[src/rtl/divider_pkg.sv]
// Shared definitions for the sequential restoring divider: FSM encoding and
// default operand widths.
package divider_pkg;

  typedef enum logic [1:0] {
    S_IDLE = 2'd0,
    S_CALC = 2'd1,
    S_DONE = 2'd2
  } div_state_t;

  localparam int DVD_W_DEF = 8;
  localparam int DVR_W_DEF = 4;

endpackage

[src/rtl/divider_datapath.sv]
// Arithmetic half of seq_divider: operand, partial-remainder and quotient
// working registers, trial subtractor, restore mux and held result registers.
module divider_datapath
  import divider_pkg::*;
#(
  parameter int DVD_W = DVD_W_DEF,
  parameter int DVR_W = DVR_W_DEF
) (
  input  logic             clk,
  input  logic             rst,
  input  logic             load,
  input  logic             step,
  input  logic             commit,
  input  logic             latch,
  input  logic             latch_z,
  input  logic [DVD_W-1:0] dividend,
  input  logic [DVR_W-1:0] divisor,
  output logic             borrow,
  output logic             dvr_zero,
  output logic [DVD_W-1:0] quotient,
  output logic [DVR_W-1:0] remainder,
  output logic             dbz
);

  logic [DVD_W-1:0] dvd_r, quo_w, quo_nxt;
  logic [DVR_W-1:0] dvr_r;
  logic [DVR_W:0]   prem, prem_nxt;
  logic [DVR_W+1:0] shifted, diff;

  // Top bit of shifted is always 0 (prem < divisor), but keeping it in the
  // subtraction makes the borrow fall out of the MSB directly.
  assign shifted  = {prem, dvd_r[DVD_W-1]};
  assign diff     = shifted - {2'b00, dvr_r};
  assign borrow   = diff[DVR_W+1];
  assign prem_nxt = commit ? diff[DVR_W:0] : shifted[DVR_W:0];
  assign quo_nxt  = {quo_w[DVD_W-2:0], commit};
  assign dvr_zero = (divisor == '0);

  always_ff @(posedge clk or negedge rst) begin
    if (!rst) begin
      dvd_r <= '0;
      dvr_r <= '0;
      prem  <= '0;
      quo_w <= '0;
    end else if (load) begin
      dvd_r <= dividend;
      dvr_r <= divisor;
      prem  <= '0;
      quo_w <= '0;
    end else if (step) begin
      dvd_r <= {dvd_r[DVD_W-2:0], 1'b0};
      prem  <= prem_nxt;
      quo_w <= quo_nxt;
    end
  end

  // Results take the post-step values so the final step and the latch share an edge.
  always_ff @(posedge clk or negedge rst) begin
    if (!rst) begin
      quotient  <= '0;
      remainder <= '0;
      dbz       <= 1'b0;
    end else if (latch_z) begin
      quotient  <= '1;
      remainder <= dividend[DVR_W-1:0];
      dbz       <= 1'b1;
    end else if (latch) begin
      quotient  <= quo_nxt;
      remainder <= prem_nxt[DVR_W-1:0];
      dbz       <= 1'b0;
    end
  end

endmodule

[src/rtl/seq_divider.sv]
// Sequential restoring divider, one quotient bit per clock. Holds the FSM and
// step counter; arithmetic lives in divider_datapath.
module seq_divider
  import divider_pkg::*;
#(
  parameter int DVD_W = DVD_W_DEF,
  parameter int DVR_W = DVR_W_DEF
) (
  input  logic             clk,
  input  logic             rst,
  input  logic             start,
  input  logic [DVD_W-1:0] dividend,
  input  logic [DVR_W-1:0] divisor,
  output logic [DVD_W-1:0] quotient,
  output logic [DVR_W-1:0] remainder,
  output logic             busy,
  output logic             done,
  output logic             dbz
);

  localparam int CW = (DVD_W > 1) ? $clog2(DVD_W) : 1;

  div_state_t    state, state_nxt;
  logic [CW-1:0] cnt;
  logic          load, step, latch, latch_z, commit, borrow, dvr_zero;

  always_ff @(posedge clk or negedge rst) begin
    if (!rst) begin
      state <= S_IDLE;
      cnt   <= '0;
      busy  <= 1'b0;
      done  <= 1'b0;
    end else begin
      state <= state_nxt;
      busy  <= (state_nxt != S_IDLE);
      done  <= (state_nxt == S_DONE);
      if (load)      cnt <= CW'(DVD_W - 1);
      else if (step) cnt <= cnt - 1'b1;
    end
  end

  always_comb begin
    state_nxt = state;
    load      = 1'b0;
    step      = 1'b0;
    latch     = 1'b0;
    latch_z   = 1'b0;
    case (state)
      S_IDLE: if (start) begin
        load = 1'b1;
        if (dvr_zero) begin
          latch_z   = 1'b1;
          state_nxt = S_DONE;
        end else begin
          state_nxt = S_CALC;
        end
      end
      S_CALC: begin
        step = 1'b1;
        if (cnt == '0) begin
          latch     = 1'b1;
          state_nxt = S_DONE;
        end
      end
      S_DONE:  state_nxt = S_IDLE;
      default: state_nxt = S_IDLE;
    endcase
  end

  assign commit = step & ~borrow;

  divider_datapath #(.DVD_W(DVD_W), .DVR_W(DVR_W)) u_dp (
    .clk      (clk),
    .rst      (rst),
    .load     (load),
    .step     (step),
    .commit   (commit),
    .latch    (latch),
    .latch_z  (latch_z),
    .dividend (dividend),
    .divisor  (divisor),
    .borrow   (borrow),
    .dvr_zero (dvr_zero),
    .quotient (quotient),
    .remainder(remainder),
    .dbz      (dbz)
  );

endmodule

[config.mk]
export PLATFORM = sky130hd
export DESIGN_NAME = seq_divider
export DESIGN_NICKNAME = d
export VERILOG_FILES = /design/src/rtl/divider_pkg.sv /design/src/rtl/divider_datapath.sv /design/src/rtl/seq_divider.sv
export SDC_FILE = /design/constraint.sdc
export NUM_CORES = 1
export LEC_CHECK = 0
export ABC_CLOCK_PERIOD_IN_PS = 3300
export CAP_MARGIN = 10
export CORE_ASPECT_RATIO = 0.6
export CORE_MARGIN = 2
export CORE_UTILIZATION = 54
export DETAILED_ROUTE_END_ITERATION = 6
export PLACE_DENSITY = 0.79
export SKIP_LAST_GASP = 1
export SLEW_MARGIN = 20
export SYNTH_ARGS = -nofsm -noshare
export SYNTH_HDL_FRONTEND = slang
export SYNTH_HIERARCHICAL = 1
export SYNTH_SLANG_ARGS = --single-unit
[constraint.sdc]
create_clock -name clk -period 3.3 [get_ports clk]
set_input_delay 0.66 -clock clk [delete_from_list [all_inputs] [get_ports clk]]
set_output_delay 0.66 -clock clk [all_outputs]
set_load 0.01 [all_outputs]
# ---- After elaboration in Yosys (flattened, before gate mapping)
# Index checks and enable logic that the tools add are counted.
dict set report op_classes {
  mux 27
  n_eq_ne 2
  reduce_logical 6
  addsub 2
  bitwise 2
}
# cell count
set op_table {}
lappend op_table {{2-to-1 mux 8 bit} 4}
lappend op_table {{2-to-1 mux 5 bit} 3}
lappend op_table {{2-to-1 mux 7 bit} 2}
lappend op_table {{2-to-1 mux 1 bit} 10}
lappend op_table {{2-to-1 mux 4 bit} 2}
lappend op_table {{2-to-1 mux 2 bit} 3}
lappend op_table {{2-to-1 mux 3 bit} 2}
lappend op_table {{nonzero test 2 bit} 3}
lappend op_table {{subtractor 6 x 4 -> 6 bit} 1}
lappend op_table {{logical NOT 4 bit} 1}
lappend op_table {{one-hot mux 2 bit (2 select lines)} 1}
lappend op_table {{logical NOT 3 bit} 1}
lappend op_table {{subtractor 3 x 1 -> 3 bit, second input constant} 1}
lappend op_table {{== test 2 x 1 -> 1 bit, second input constant} 1}
lappend op_table {{== test 2 bit, second input constant} 1}
lappend op_table {{logical NOT 2 bit} 1}
lappend op_table {{bitwise AND 1 bit} 1}
lappend op_table {{inverter 1 bit} 1}
dict set report word_totals {
  inputBits 15
  register_bits 44
  out_inout_bits 15
}

# ---- Depth between registers and ports, before layout
dict set report logic_depth {
  word_depth 6
  ltp_mapped 12
  mapped_depth_nobuf 11
}

# ---- Cells and area by module
# The synthesis kept the hierarchy.
# mod seq_area_each_um2 area_per_inst_um2 instances cells_each
set modules_own_cells {}
lappend modules_own_cells {divider_datapath 925.9 1771.7 1 169}
lappend modules_own_cells {seq_divider 175.2 325.3 1 29}

# ---- Worst setup path after synthesis
# OpenSTA, ideal clock, no wires.
dict set report synth_path {
  kind {reg-to-reg}
  start {register u_dp.prem[1]}
  end {register u_dp.remainder[0]}
  period_less_slack_ns 2.335
  required_time_ns 3.236
  arrival_ns 2.271
  setup_slack_ns 0.965
  path_stages_with_launch 11
  path_cell_list {dfrtp_1 ha_1 a21oi_2 a21oi_1 or3_1 xnor2_1 nor2b_1 buf_6 mux2_4 a211oi_1 a21o_1}
}
dict set report synth_between {
  elab_chain_cells 6
}
# item line_no
set synth_rtl {}
lappend synth_rtl {{start: declaration} divider_datapath.sv:27} ;# logic [DVR_W:0] prem, prem_nxt;
lappend synth_rtl {{start signal: assignment} divider_datapath.sv:52} ;# prem <= prem_nxt;
lappend synth_rtl {{subtractor 6 x 4 -> 6 bit} divider_datapath.sv:33} ;# assign diff = shifted - {2'b00, dvr_r};
lappend synth_rtl {{net borrow} seq_divider.sv:25} ;# logic load, step, latch, latch_z, commit, borrow, dvr_zero;
lappend synth_rtl {{inverter 1 bit} seq_divider.sv:70} ;# assign commit = step & ~borrow;
lappend synth_rtl {{bitwise AND 1 bit} seq_divider.sv:70}
lappend synth_rtl {{net commit} seq_divider.sv:25}
lappend synth_rtl {{2-to-1 mux 5 bit} divider_datapath.sv:35} ;# assign prem_nxt = commit ? diff[DVR_W:0] : shifted[DVR_W:0];
lappend synth_rtl {{2-to-1 mux 4 bit} divider_datapath.sv:67} ;# end else if (latch) begin
lappend synth_rtl {{2-to-1 mux 4 bit} divider_datapath.sv:63} ;# end else if (latch_z) begin
lappend synth_rtl {{end signal: assignment} divider_datapath.sv:65} ;# remainder <= dividend[DVR_W-1:0];
lappend synth_rtl {{end signal: assignment} divider_datapath.sv:69} ;# remainder <= prem_nxt[DVR_W-1:0];
lappend synth_rtl {{end: declaration} divider_datapath.sv:21} ;# output logic [DVR_W-1:0] remainder,
# The timed path passes the listed nets, and every way through them passes these cells. The select of a mux whose other input is x is not followed.
# A chain may end at the register's enable or synchronous reset.

# ---- Worst setup path in the final report
# Same ends and word-level chain as after synthesis.

==> results_dict.tcl <==
set metrics [dict create \
    hpwl_mm 2.76 \
    layout-drive-gt1-share 0.0711 \
    ant_nets 0 \
    synth-compound-area-share 0.134 \
    synth_top_family_by_area "simple AND/OR/NAND/NOR gates" \
    hold_start "u_dp/quotient[3]$_DFFE_PN0P_" \
    clk_latency_ns 0.30 \
    drt_pass1_iterations 4 \
    final-hold-violation-count 0 \
    grt_max_degree 45 \
    placed_area_um2 2400 \
    grt-ovfl-total 0 \
    crit_path_start_kind "register" \
    cts_hold_buf 0 \
    cts_root_buffer "clkbuf_8" \
    fp.dieH_um 52.3 \
    tightest_slew_ns 0.956 \
    io_buffers 29 \
    cts_inserted_buffers 5 \
    fp.dieArea_um2 4410 \
    synthXorXnorAreaFrac 0.0125 \
    period_needed_ns 2.87 \
    grt_first_pass_wirelength_mm 6.88 \
    rsz0062_at_grt "no" \
    finalMaxSlewViolations 0 \
    outcome "finished, final reports clean" \
    setup_tns_ns 0 \
    yosys_warnings 6 \
    n_antenna_cell 0 \
    finalCritPeriodShare 0.870 \
    required_ns 3.55 \
    nNetsFinal 246 \
    routed_wl_mm 4.11 \
    muxShareOfSynthArea 0.0984 \
    r2r_start "u_dp/prem[1]$_DFFE_PN0P_" \
    clock_path_buffers 2 \
    whs_ns 0.494 \
    drtIter0Drc 60 \
    ir_drop_v 0.000457 \
    vias 1492 \
    yosys.cell_types.count 38 \
    yosys.area_share.simple 0.134 \
    synth_seq_cells 44 \
    syn_area_per_cell_um2 10.6 \
    wl_per_cell_um 15.1 \
    cts_tree "yes" \
    final_cell_area_um2 2490 \
    hold_path.class "reg -> reg" \
    first_global_vias 1485 \
    synth_area_um2 2100 \
    rrSetupSlack_ns 0.43 \
    place_worst_setup_slack_ns 0.460 \
    row_count 17 \
    antenna_found_initial 0 \
    timing.fmax_mhz 348 \
    clkTransAtPathRegs_ns 0.09 \
    avgViaCountPerCell 5.49 \
    ctsResizeCount 0 \
    worstSetupEndpointType "register" \
    grt.total_usage 0.203 \
    areaGrowthSynthToFinish_pct 18.9 \
    core_area_um2 3700 \
    maxCapViolCount 0 \
    chipWidth_um 84.5 \
    postCtsSetupBuffers 0 \
    synthAdderAreaFrac 0.0453 \
    finalSetupViolCount 0 \
    yosysSeqAreaShare 0.525 \
    clock_skew_ns 0.0126 \
    crit_type "reg -> reg" \
    synthesis.nets 220 \
    initial_core_util 0.567 \
    place_congestion 0.832 \
    ios 30 \
    p_leak_uw 0.00120 \
    drc 0 \
    maxSlewHeadroom 0.363 \
    crit_start "u_dp/prem[1]$_DFFE_PN0P_" \
    clock_sinks 44 \
    path_max_fanout 10 \
    setup_ws_ns 0.430 \
    h-tree-depth 2 \
    critPathArrivalTime_ns 3.12 \
    p_per_area_nw_per_um2 1020 \
    syn_inst 198 \
]
stage by stage:
step / total power [µW] / utilization / instances
2_1_floorplan: 1820 / - / 198
4_1_cts: 2540 / 0.673 / 272
6_report: 2540 / 0.673 / 272
3_5_place_dp: 2180 / 0.648 / 264
5_1_grt: 2720 / 0.673 / 272
3_3_place_gp: 2120 / 0.648 / 264
flip-flops by register name, indices dropped and copies added, names as in the netlist:
signal and flops:
u_dp/remainder 4, u_dp/prem 5, cnt 3, u_dp/dvr_r 4, busy 1, u_dp/dbz 1
done 1, state 2, u_dp/dvd_r 8, u_dp/quotient 8, u_dp/quo_w 7
final timing paths:
check / to / cells past startpoint
worst max-delay path: u_dp/remainder[0]$_DFFE_PN0P_ / 9
worst min-delay path: u_dp/quotient[3]$_DFFE_PN0P_ / 1
worst max register to register: u_dp/remainder[0]$_DFFE_PN0P_ / 9
worst min register to register: u_dp/quotient[3]$_DFFE_PN0P_ / 1
max in group asynchronous: u_dp/prem[0]$_DFFE_PN0P_ / 1
min in group asynchronous: u_dp/dvd_r[3]$_DFFE_PN0P_ / 1
cells in the final DEF, fill, tap and decap left out, types with 3 or more instances in the layout:
master	n
nand2b_1	3
clkdlybuf4s50_1	28
a211o_1	7
dfrtp_1	44
nand2_1	16
nor2_1	14
a21oi_1	11
a211oi_1	4
ha_1	6
mux2i_1	18
and2_1	9
nand3b_1	3
o21ai_0	15
inv_1	12
clkbuf_8	5
routing by layer:
layer / vias up / GRT usage / share of wire
li1: 722 / - / -
met5: - / 0 / 0
met4: 0 / 0.0635 / 0.0088
met2: 25 / 0.316 / 0.43
met3: 6 / 0.0504 / 0.037
met1: 739 / 0.285 / 0.52
critical path: stages, from the launching register on:
cell,delay (ns)
dfrtp_1,0.41
ha_1,0.35
a21oi_2,0.17
a21oi_1,0.10
or3_1,0.33
xnor2_1,0.14
nor2b_1,0.59
mux2_4,0.36
a211oi_1,0.25
a21o_1,0.11
cell usage after synthesis, drive strengths merged:
library cell | n | area, µm²
a211oi | 4 | 30.0
inv | 12 | 45.0
or3 | 1 | 6.26
nor2b | 3 | 21.3
o21bai | 1 | 7.51
buf | 7 | 42.5
xor2 | 1 | 8.76
nor4 | 1 | 6.26
a21o | 2 | 15.0
ha | 6 | 75.1
nand2b | 3 | 18.8
nand2 | 16 | 60.1
o31ai | 1 | 7.51
a21oi | 12 | 63.8
dfrtp | 44 | 1100
clkbuf | 5 | 18.8
xnor2 | 2 | 17.5
a22oi | 2 | 15.0
mux2 | 2 | 26.3
and2 | 9 | 56.3
nand4b | 1 | 8.76
nor2 | 14 | 52.6
a211o | 7 | 61.3
fa | 1 | 20.0
o21ai | 16 | 80.1
nand3 | 1 | 5.00
or3b | 1 | 8.76
or2b | 1 | 7.51
nor3b | 1 | 7.51
nand3b | 3 | 22.5
mux2i | 18 | 180
where the power goes:
| part | total, µW | internal [µW] | leakage [µW] | switching, µW |
|---|---|---|---|---|
| Clock | 345 | 150 | 0.0000404 | 195 |
| Combinational | 1260 | 620 | 0.000611 | 640 |
| Sequential | 932 | 783 | 0.000546 | 149 |
| Total | 2540 | 1550 | 0.00120 | 985 |
layout make-up:
| type | count | area (µm²) |
|---|---|---|
| Fill cell | 302 | 1210 |
| Sequential cell | 44 | 1100 |
| Multi-Input combinational cell | 130 | 895 |
| Timing Repair Buffer | 31 | 300 |
| Clock buffer | 5 | 68.8 |
| Tap cell | 47 | 58.8 |
| Inverter | 12 | 45.0 |
| Clock inverter | 3 | 23.8 |
kinds of logic (layout without fill, tap and decap cells):
family,count (synthesis),count (layout)
compound gates,45,45
fa+ha+maj,7,7
flops,44,44
buf+inv,24,51
xor+xnor,3,3
simple gates,55,55
mux,20,20
Note: power is estimated with default switching activity, not from simulation.
